<file path="src/rtl/led_pkg.sv">
// -----------------------------------------------------------------------------
// led_pkg
// Shared constants and helpers for the LED PWM fader.
//   LED_COUNT        : number of LED channels driven by the fader
//   DEF_PWM_BITS     : default PWM counter width (frame = 2^PWM_BITS clocks)
//   DEF_STEP         : default duty change per fade step
//   DEF_FADE_FRAMES  : default number of PWM frames per fade step
//   fade_step()      : one saturating move of a duty value toward its target
// -----------------------------------------------------------------------------
package led_pkg;

    localparam int LED_COUNT       = 8;
    localparam int DEF_PWM_BITS    = 8;
    localparam int DEF_STEP        = 8;
    localparam int DEF_FADE_FRAMES = 4;

    // Moves duty one step toward target and lands exactly on target when the
    // remaining distance is no larger than step. The arithmetic is done at
    // 32 bits, wider than any duty value, so the difference can never wrap
    // and the result can never overshoot the target.
    function automatic int unsigned fade_step(
        input int unsigned duty,
        input int unsigned target,
        input int unsigned step
    );
        int unsigned diff;
        if (duty < target) begin
            diff = target - duty;
            return (diff <= step) ? target : duty + step;
        end else if (duty > target) begin
            diff = duty - target;
            return (diff <= step) ? target : duty - step;
        end else begin
            return duty;
        end
    endfunction

endpackage

</file>
<file path="src/rtl/led_pwm_fader_channel.sv">
// -----------------------------------------------------------------------------
// led_fade_channel
// One LED channel: holds the duty and the sampled target, applies the jump or
// fade rule at each frame boundary, and produces the registered PWM bit.
//   clk, rst      : clock, synchronous active-high reset
//   i_fb          : frame boundary strobe (pwm counter at its maximum)
//   i_step        : fade step strobe (only meaningful together with i_fb)
//   i_fade_en     : 1 = ramp toward target, 0 = jump to target
//   i_on          : this LED's on/off bit from the pattern
//   i_brightness  : duty used when the LED is on
//   i_pwm_cnt     : shared free-running PWM counter
//   o_led         : registered PWM output
//   o_mismatch    : duty currently differs from the sampled target
// -----------------------------------------------------------------------------
module led_fade_channel
    import led_pkg::*;
#(
    parameter int          PWM_BITS = DEF_PWM_BITS,
    parameter int unsigned STEP     = DEF_STEP
) (
    input  logic                clk,
    input  logic                rst,
    input  logic                i_fb,
    input  logic                i_step,
    input  logic                i_fade_en,
    input  logic                i_on,
    input  logic [PWM_BITS-1:0] i_brightness,
    input  logic [PWM_BITS-1:0] i_pwm_cnt,
    output logic                o_led,
    output logic                o_mismatch
);

    localparam logic [PWM_BITS-1:0] DUTY_MAX = '1;

    logic [PWM_BITS-1:0] r_duty;
    logic [PWM_BITS-1:0] r_target;
    logic                r_led;
    logic [PWM_BITS-1:0] w_target_new;
    logic [PWM_BITS-1:0] w_duty_step;
    logic [PWM_BITS-1:0] w_duty_next;

    // Target is built from the pattern/brightness present at this boundary,
    // so a step taken at the same boundary already heads to the new target.
    assign w_target_new = i_on ? i_brightness : '0;
    assign w_duty_step  = PWM_BITS'(fade_step(32'(r_duty), 32'(w_target_new), STEP));

    always_comb begin
        w_duty_next = r_duty;
        if (i_fb) begin
            if (!i_fade_en) begin
                w_duty_next = w_target_new;
            end else if (i_step) begin
                w_duty_next = w_duty_step;
            end
        end
    end

    always_ff @(posedge clk) begin
        if (rst) begin
            r_duty   <= '0;
            r_target <= '0;
            r_led    <= 1'b0;
        end else begin
            r_duty <= w_duty_next;
            if (i_fb) begin
                r_target <= w_target_new;
            end
            // Full-scale duty is forced high so the LED is truly constant on;
            // the plain compare alone would leave one dark cycle per frame.
            r_led <= (r_duty == DUTY_MAX) || (i_pwm_cnt < r_duty);
        end
    end

    assign o_led      = r_led;
    assign o_mismatch = (r_duty != r_target);

endmodule

</file>
<file path="src/rtl/led_pwm_fader.sv">
// -----------------------------------------------------------------------------
// led_pwm_fader
// Drives 8 LEDs from the CPU core's on/off pattern with PWM brightness and
// per-LED fades between pattern changes.
//   clk         : system clock
//   rst         : synchronous active-high reset
//   pattern     : LED on/off targets (sampled at the frame boundary)
//   brightness  : duty for LEDs that are on (sampled at the frame boundary)
//   fadeEn      : 1 = ramp toward target, 0 = jump to target
//   ledOut      : registered PWM LED drive
//   busy        : registered; some LED duty differs from its target
//   frameStart  : one-cycle pulse in the cycle where the PWM counter is 0
// -----------------------------------------------------------------------------
module led_pwm_fader
    import led_pkg::*;
#(
    parameter int          PWM_BITS    = DEF_PWM_BITS,
    parameter int unsigned STEP        = DEF_STEP,
    parameter int          FADE_FRAMES = DEF_FADE_FRAMES
) (
    input  logic                 clk,
    input  logic                 rst,
    input  logic [LED_COUNT-1:0] pattern,
    input  logic [PWM_BITS-1:0]  brightness,
    input  logic                 fadeEn,
    output logic [LED_COUNT-1:0] ledOut,
    output logic                 busy,
    output logic                 frameStart
);

    // A single-frame fade cadence still needs a one-bit counter to exist.
    localparam int               FC_W    = (FADE_FRAMES > 1) ? $clog2(FADE_FRAMES) : 1;
    localparam logic [FC_W-1:0]  FC_LAST = FC_W'(FADE_FRAMES - 1);
    localparam logic [PWM_BITS-1:0] PWM_MAX = '1;

    logic [PWM_BITS-1:0]  r_pwm_cnt;
    logic [FC_W-1:0]      r_frame_cnt;
    logic                 r_busy;
    logic                 r_frame_start;
    logic                 w_fb;
    logic                 w_step;
    logic [LED_COUNT-1:0] w_led;
    logic [LED_COUNT-1:0] w_mismatch;

    assign w_fb   = (r_pwm_cnt == PWM_MAX);
    assign w_step = w_fb && (r_frame_cnt == FC_LAST);

    always_ff @(posedge clk) begin
        if (rst) begin
            r_pwm_cnt     <= '0;
            r_frame_cnt   <= '0;
            r_busy        <= 1'b0;
            r_frame_start <= 1'b0;
        end else begin
            r_pwm_cnt <= r_pwm_cnt + 1'b1;
            if (w_fb) begin
                r_frame_cnt <= (r_frame_cnt == FC_LAST) ? '0 : r_frame_cnt + FC_W'(1);
            end
            // The pulse is taken from the last count so it lines up with
            // the counter reading 0 in the following cycle.
            r_frame_start <= w_fb;
            r_busy        <= |w_mismatch;
        end
    end

    generate
        for (genvar gi = 0; gi < LED_COUNT; gi++) begin : g_chan
            led_fade_channel #(
                .PWM_BITS (PWM_BITS),
                .STEP     (STEP)
            ) u_chan (
                .clk          (clk),
                .rst          (rst),
                .i_fb         (w_fb),
                .i_step       (w_step),
                .i_fade_en    (fadeEn),
                .i_on         (pattern[gi]),
                .i_brightness (brightness),
                .i_pwm_cnt    (r_pwm_cnt),
                .o_led        (w_led[gi]),
                .o_mismatch   (w_mismatch[gi])
            );
        end
    endgenerate

    assign ledOut     = w_led;
    assign busy       = r_busy;
    assign frameStart = r_frame_start;

endmodule

</file>
<file path="config.mk">
export PLATFORM = sky130hd
export DESIGN_NAME = led_pwm_fader
export DESIGN_NICKNAME = d
export VERILOG_FILES = /design/src/rtl/led_pkg.sv /design/src/rtl/led_pwm_fader_channel.sv /design/src/rtl/led_pwm_fader.sv
export SDC_FILE = /design/constraint.sdc
export NUM_CORES = 1
export LEC_CHECK = 0
export BUFFER_PORTS_ARGS = -buffer_cell sky130_fd_sc_hd__buf_2
export CORE_UTILIZATION = 60
export CTS_BUF_LIST = sky130_fd_sc_hd__clkbuf_8
export DETAILED_ROUTE_END_ITERATION = 10
export PLACE_DENSITY = 0.77
export SKIP_LAST_GASP = 1
export SLEW_MARGIN = 10
export SYNTH_ARGS = -nofsm -noshare
export SYNTH_HDL_FRONTEND = slang
export SYNTH_SLANG_ARGS = --single-unit
</file>
<file path="constraint.sdc">
create_clock -name clk -period 4.6 [get_ports clk]
set_clock_uncertainty 0.05 [all_clocks]
set_input_delay 0.46 -clock clk [delete_from_list [all_inputs] [get_ports clk]]
set_output_delay 0.46 -clock clk [all_outputs]
set_load 0.02 [all_outputs]
</file>
==> results of run 1 <==
metal layers:
metal | vias up | track usage [%]
li1 | 7493 | -
met1 | 7363 | 46.5
met2 | 793 | 56.4
met3 | 129 | 5.35
met4 | 0 | 13.6
met5 | - | 0
synthesized netlist by cell type, types with 6 or more instances:
master     number  area share [%]
and2_1         11            0.43
xor2_1         84             4.6
nand2b_1       30             1.2
buf_2           9            0.28
o21a_1         34             1.6
a221oi_1        6            0.33
ha_1          222              17
a211oi_1       18            0.85
mux2i_1        33             2.1
o41ai_1        14            0.77
a21o_1         87             4.1
o211ai_1       20            0.94
a31oi_1        16            0.63
or4_1           9            0.42
o2bb2ai_1       6            0.33
o31ai_1         8            0.38
nand2_1       234             5.5
clkbuf_1       97             2.3
nand3_1        54             1.7
nor2_1        198             4.7
nor3b_1         6            0.28
o31a_1          6            0.33
dfxtp_1       148              19
a21oi_1       176             5.5
o221ai_1        8            0.44
nor4_1         25            0.98
nor2b_1        36             1.4
or2_2           7            0.27
o21ai_1        10            0.31
and3_1         10            0.39
o21bai_1        9            0.42
inv_1         164             3.9
nor3_1         52             1.6
buf_4           8            0.38
nand4_1        20            0.79
o21ai_0        71             2.2
o22ai_1        16            0.63
or3_1          12            0.47
xnor2_1        52             2.9
a21boi_0        6            0.28
o2111ai_1       7            0.38
a211o_1        13            0.71
how the worst max path moves through the flow:
stage                                       start                                       to  slack [ns]  cells after the start
after floorplan                     brightness[1]  g_chan[6].u_chan.r_duty[3]$_SDFFE_PP0P_        1.30                     12
final                     r_pwm_cnt[0]$_SDFF_PP0_  g_chan[2].u_chan.r_duty[0]$_SDFFE_PP0P_        1.02                     11
after CTS                 r_pwm_cnt[0]$_SDFF_PP0_  g_chan[1].u_chan.r_duty[1]$_SDFFE_PP0P_        1.11                     10
after global routing      r_pwm_cnt[0]$_SDFF_PP0_  g_chan[2].u_chan.r_duty[0]$_SDFFE_PP0P_        0.88                     11
after global placement              brightness[2]  g_chan[6].u_chan.r_duty[4]$_SDFFE_PP0P_        0.95                     12
after detailed placement            brightness[3]  g_chan[3].u_chan.r_duty[0]$_SDFFE_PP0P_        0.88                     12
cell type report:
cell class                 instances  area, um^2  share of cell area, %
sequential                       148        2960                   18.0
inverter                         165         619                   3.76
clock inverter                     9        70.1                  0.425
clock buffer                      19         262                   1.59
timing repair buffer              46         278                   1.68
tap                              335         419                   2.54
multi-input combinational       1723       11900                   72.0
power by group through the flow:
stage,registers [mW],logic [mW],clock network (mW)
after floorplan,1.33,0.631,0
after global placement,1.32,0.791,0
after detailed placement,1.32,0.807,0
after CTS,1.29,0.811,0.934
after global routing,1.30,0.907,0.993
final,1.29,0.831,0.931
worst min-delay path: stages:
cell	delay, ns
buf_2	0.16
nand2_1	0.11
o41ai_1	0.09
cells by family after synthesis:
| family | Yosys count | share of synthesized area [%] |
|---|---|---|
| AOI/OAI and AO/OA | 602 | 25.8 |
| xor gates and xnor gates | 136 | 7.48 |
| adders and majority gates | 222 | 17.4 |
| buffers and inverters | 282 | 6.91 |
| DFF | 148 | 18.6 |
| muxes | 38 | 2.43 |
| and+or+nand+nor | 725 | 21.4 |
sequential cells by signal, indices dropped and copies added (netlist names):
register,count
r_pwm_cnt,8
g_chan.u_chan.o_led,8
g_chan.u_chan.r_target,64
r_frame_cnt,2
g_chan.u_chan.r_duty,64
busy,1
frameStart,1
per-stage QoR:
step	instance area [um^2]	instances	util (%)
2_1_floorplan	15900	2153	-
3_3_place_gp	16200	2417	62.0
3_5_place_dp	16200	2417	62.0
4_1_cts	16500	2445	63.3
5_1_grt	16500	2445	63.3
6_report	16500	2445	63.3
==> metrics.yaml, run 1 <==
sta:
  rsz0062_at_grt: "false"
  whs_ns: 0.347
  max_freq_ghz: 0.279
  hold_viol_final: 0
  fin_tns_setup_ns: 0
  slew_headroom_pct: 39.2
  timing.final.crit_share_pct: 77.8
  setup_viol_count_final: 0
  worst_slack_ns: 1.02
  min_period_ns: 3.58
  drv_slew: 0
  worstMarginPinSlew_ns: 0.911
floorplanning:
  design.die.area_mm2: 0.0272
  io-pin-count: 29
  rows: 59
  start_util_pct: 61.1
  design.core.area_mm2: 0.0261
  die_y_um: 165
  die_x_um: 165
routing:
  met3_length_mm: 4.31
  dr.pass1.iters: 6
  wl_met1_mm: 20.2
  wl_per_cell_um: 19.3
  drc_errors: 0
  totalWireLength_mm: 47.2
  drt-initial-drc-count: 1697
  ant_nets: 0
  topRoutingLayerUsed: "met4"
  vias_per_cell: 6.45
  vias: 15778
  met2_length_mm: 21.1
grt:
  grt_pass1_vias: 14536
  grt_use_total_pct: 34.9
  grt_max_degree: 69
  grt_antenna_before_repair: 0
  grt_overflow: 0
  grt_pass1_wl_mm: 75.0
setup_path:
  max_stage_delay_ns: 0.72
  crit_chain: "ha_1, and3_1, and3_1, buf_4, o21ai_1, buf_4, a31o_2, inv_1, o31a_1, mux2i_1, nor2_1"
  r2r_slack_ns: 1.02
  cpLargestDelayFamily: "buffers and inverters"
  r2r-end: "g_chan[2].u_chan.r_duty[0]$_SDFFE_PP0P_"
  worstPathMaxFanout: 39
  slowest_stage: "dfxtp_1"
  arrival_ns: 3.84
  start_kind: "register"
  crit_buf_inv: 3
  criticalPathCategory: "register to register"
  worstPathRequired_ns: 4.86
  end_kind: "register"
  rr_worst_depth: 11
  timing.rr.start: "r_pwm_cnt[0]$_SDFF_PP0_"
power:
  pwr-share-clk_pct: 30.5
  power_leakage_nw: 7.64
  vdd_drop_max_mv: 0.182
  power.density_mw_per_mm2: 185
  p_comb_share_pct: 27.2
  seqPwrFrac_pct: 42.4
  power_switching_share_pct: 33.1
  total_power_mw: 3.06
  internal-power_mw: 2.04
  p_sw_mw: 1.01
clock_network:
  cts_setup_buffers: 0
  cts_tree: "done"
  ctsResizeCount: 0
  clock-sinks: 148
  numCtsBuffers: 17
  clk_path_buf_depth: 2
  ctsHoldBuffers: 0
  clkTransAtPathRegs_ns: 0.08
  cts.root.buffer_cell: "clkbuf_8"
  clock_latency_ns: 0.46
  htreeDepth: 4
cells_and_area:
  drive_gt1_share_pct: 5.02
  nets: 2342
  diodes: 0
  final_common_cell: "nand2_1"
  layout_common_cells: "nand2_1 (234), ha_1 (222), nor2_1 (198)"
  fillers: 2343
  areaGrowthSynthToFinish_pct: 3.52
place:
  place.detailed.hpwl_mm: 34.5
  portBuffers: 28
  place_congestion: 0.967
  dp_slack_ns: 0.879
synth:
  synth_cell_types: 90
  async_flop_share_pct: 0
  syn_area_per_cell_um2: 7.40
  synth.yosys.seq_area_share_pct: 18.6
  synth_fp_nets: 2394
  yosysWarnings: 0
  synth.ff_latch_count: 148
  synth_edf_count: 0
  netlist_instances: 2153
  syn_area_mm2: 0.0159
  synth_flop_cell: "dfxtp_1"
min_path:
  hold_depth: 3
  holdPathEnd: "g_chan[6].u_chan.r_duty[2]$_SDFFE_PP0P_"
  hold_class: "primary input to register"
  min_from: "pattern[6]"
run_status:
  status: "complete, no violations"
run:
  maxCapViolations: 0
No activity file was read; power rests on OpenSTA's default activity.
==> run 2, diff against run 1 <==
==> constraint.sdc (replaced) <==
create_clock -name clk -period 3.5 [get_ports clk]
set_clock_uncertainty 0.05 [all_clocks]
set_input_delay 0.35 -clock clk [delete_from_list [all_inputs] [get_ports clk]]
set_output_delay 0.35 -clock clk [all_outputs]
set_load 0.02 [all_outputs]
==> metrics.yaml, run 2 (synthesis results as in run 1) <==
cells_and_area:
  fillers: 2301  # -1.8%
  areaGrowthSynthToFinish_pct: 8.32
  regArea_mm2: 0.00296  # unchanged
  layout_common_cells: "nand2_1 (234), ha_1 (222), nor2_1 (198)"
  reg_top3: "g_chan.u_chan.r_duty: 64 flops, g_chan.u_chan.r_target: 64 flops"
  nets: 2428  # +3.7%
  diodes: 0  # unchanged
  drive_gt1_share_pct: 8.91  # +3.9 points
  finalNonFillerCells: 2534  # +3.6%
  final_common_cell: "nand2_1"
  multiInputGateArea_mm2: 0.0119  # unchanged
setup_path:
  rr_worst_depth: 10  # -1
  end_kind: "register"
  r2r_slack_ns: 0.31  # -0.71 ns
  criticalPathCategory: "register to register"
  cpLargestDelayFamily: "compound AO/OA/AOI/OAI gates"
  timing.rr.start: "g_chan[2].u_chan.r_duty[4]$_SDFFE_PP0P_"
  worstPathMaxFanout: 7  # -82%
  crit_chain: "ha_1, a21oi_1, o21ai_0, o21ai_1, nand2_1, or4_1, a21oi_1, o31a_1, mux2i_1, nor2_1"
  path_common_cell: "a21oi_1"
  worstPathRequired_ns: 3.79  # -1.07 ns
  endpoint: "g_chan[2].u_chan.r_duty[2]$_SDFFE_PP0P_"
  slowest_stage: "or4_1"
  crit_buf_inv: 0  # -3
  cp-startpoint: "g_chan[2].u_chan.r_duty[4]$_SDFFE_PP0P_"
  start_kind: "register"
  crit_cells: 10  # -1
  arrival_ns: 3.47  # -0.37 ns
  max_stage_delay_ns: 0.51  # -0.21 ns
  r2r-end: "g_chan[2].u_chan.r_duty[2]$_SDFFE_PP0P_"
sta:
  fin_tns_setup_ns: 0  # unchanged
  slew_headroom_pct: 47.4  # +8.2 points
  setup_viol_count_final: 0  # unchanged
  hold_viol_final: 0  # unchanged
  max_freq_ghz: 0.314  # +12%
  min_period_ns: 3.19  # -0.393 ns
  timing.final.crit_share_pct: 91.1  # +13 points
  worstMarginPinSlew_ns: 0.789  # -0.121 ns
  drv_slew: 0  # unchanged
  rsz0062_at_grt: "false"
grt:
  grt_pass1_vias: 14655  # +0.82%
  grt_use_total_pct: 35.9  # +0.92 points
  busiest_layer: "met2"
  grt_antenna_before_repair: 2  # +2
  grt_pass1_wl_mm: 76.6  # +2.0%
  met1_usage_pct: 46.8  # +0.29 points
  grt_max_degree: 77  # +12%
  grt_overflow: 0  # unchanged
  use_met2_pct: 58.9  # +2.5 points
  use_met3_pct: 5.35  # unchanged
clock_network:
  clock-sinks: 148  # unchanged
  numCtsBuffers: 17  # unchanged
  cts_tree: "done"
  ctsResizeCount: 0  # unchanged
  cts.root.buffer_cell: "clkbuf_8"
  ctsHoldBuffers: 0  # unchanged
  clock_latency_ns: 0.46  # about the same
  clkTransAtPathRegs_ns: 0.09  # about the same
  htreeDepth: 4  # unchanged
  cts_setup_buffers: 0  # unchanged
  clk_path_buf_depth: 2  # unchanged
routing:
  dr.pass1.iters: 8  # +2
  vias_per_cell: 6.37  # -1.3%
  drc_errors: 0  # unchanged
  vias: 16139  # +2.3%
  totalWireLength_mm: 48.7  # +3.2%
  ant_nets: 0  # unchanged
  wl_per_cell_um: 19.2  # -0.43%
  drt-initial-drc-count: 1539  # -9.3%
place:
  place_congestion: 0.945  # -2.3%
  portBuffers: 28  # unchanged
  place.detailed.hpwl_mm: 36.5  # +6.0%
  placed_cells: 2503  # +3.6%
floorplanning:
  die_y_um: 165  # unchanged
  rows: 59  # unchanged
  start_util_pct: 61.1  # unchanged
  design.die.area_mm2: 0.0272  # unchanged
  design.core.area_mm2: 0.0261  # unchanged
  die_x_um: 165  # unchanged
  io-pin-count: 29  # unchanged
power:
  total_power_mw: 4.35  # +42%
  power.density_mw_per_mm2: 252  # +36%
  power_leakage_nw: 8.09  # +6.0%
  vdd_drop_max_mv: 0.212  # +16%
run_status:
  status: "complete, no violations"
run:
  maxCapViolations: 0  # unchanged
min_path:
  hold_class: "primary input to register"
-- run 2: cell types whose count changed in the layout (fill, tap and decap cells not counted) --
cell,before,now
buf_12,0,2
inv_1,168,167
bufinv_16,1,4
buf_4,19,103
clkinvlp_4,2,3
-- run 2: layer usage --
metal / vias up / wire (um)
li1: 7670 / -
met1: 7605 / 21000
met2: 717 / 22000
met3: 145 / 3860
met4: 2 / 1840
met5: - / 13
-- run 2: worst reg2reg max path, cell delays in order (launching register included) --
cell and delay (ns):
dfxtp_1 0.50, ha_1 0.39, a21oi_1 0.26, o21ai_0 0.14, o21ai_1 0.27, nand2_1 0.11
or4_1 0.51, a21oi_1 0.23, o31a_1 0.32, mux2i_1 0.24, nor2_1 0.05
-- run 2: through the flow --
step / hold slack, ns / setup WS (ns) / utilization [%] / cell area, um^2
2_1_floorplan: 0.390 / 0.313 / - / 15900
4_1_cts: 0.232 / 0.358 / 66.2 / 17300
5_1_grt: 0.263 / 0.0923 / 66.2 / 17300
3_3_place_gp: 0.396 / 0.0765 / 64.6 / 16800
3_5_place_dp: 0.403 / 0.00400 / 64.6 / 16800
6_report: 0.265 / 0.313 / 66.2 / 17300
-- run 2: layout make-up --
cell class                      count  share of cell area [%]
Sequential cell                   148                    17.2
Clock buffer                       19                    1.52
Clock inverter                     12                   0.950
Multi-Input combinational cell   1723                    68.8
Inverter                          165                    3.59
Tap cell                          335                    2.43
Timing Repair Buffer              132                    5.50
-- run 2: how the worst min path moves through the flow --
| stage | startpoint | endpoint | slack, ns | depth (start not counted) |
|---|---|---|---|---|
| 2_1_floorplan | r_frame_cnt[1]$_SDFFE_PP0P_ | r_frame_cnt[1]$_SDFFE_PP0P_ | 0.39 | 2 |
| 3_3_place_gp | r_frame_cnt[1]$_SDFFE_PP0P_ | r_frame_cnt[1]$_SDFFE_PP0P_ | 0.40 | 2 |
| 5_1_grt | pattern[6] | g_chan[6].u_chan.r_duty[1]$_SDFFE_PP0P_ | 0.26 | 3 |
| 4_1_cts | pattern[6] | g_chan[6].u_chan.r_duty[1]$_SDFFE_PP0P_ | 0.23 | 3 |
| 3_5_place_dp | r_frame_cnt[1]$_SDFFE_PP0P_ | r_frame_cnt[1]$_SDFFE_PP0P_ | 0.40 | 2 |
| 6_report | pattern[6] | g_chan[6].u_chan.r_duty[1]$_SDFFE_PP0P_ | 0.26 | 3 |
-- run 2: power by group --
part,switching [mW],internal (mW)
combinational,0.694,0.475
clock,0.686,0.801
sequential,0.00304,1.69
total,1.38,2.97
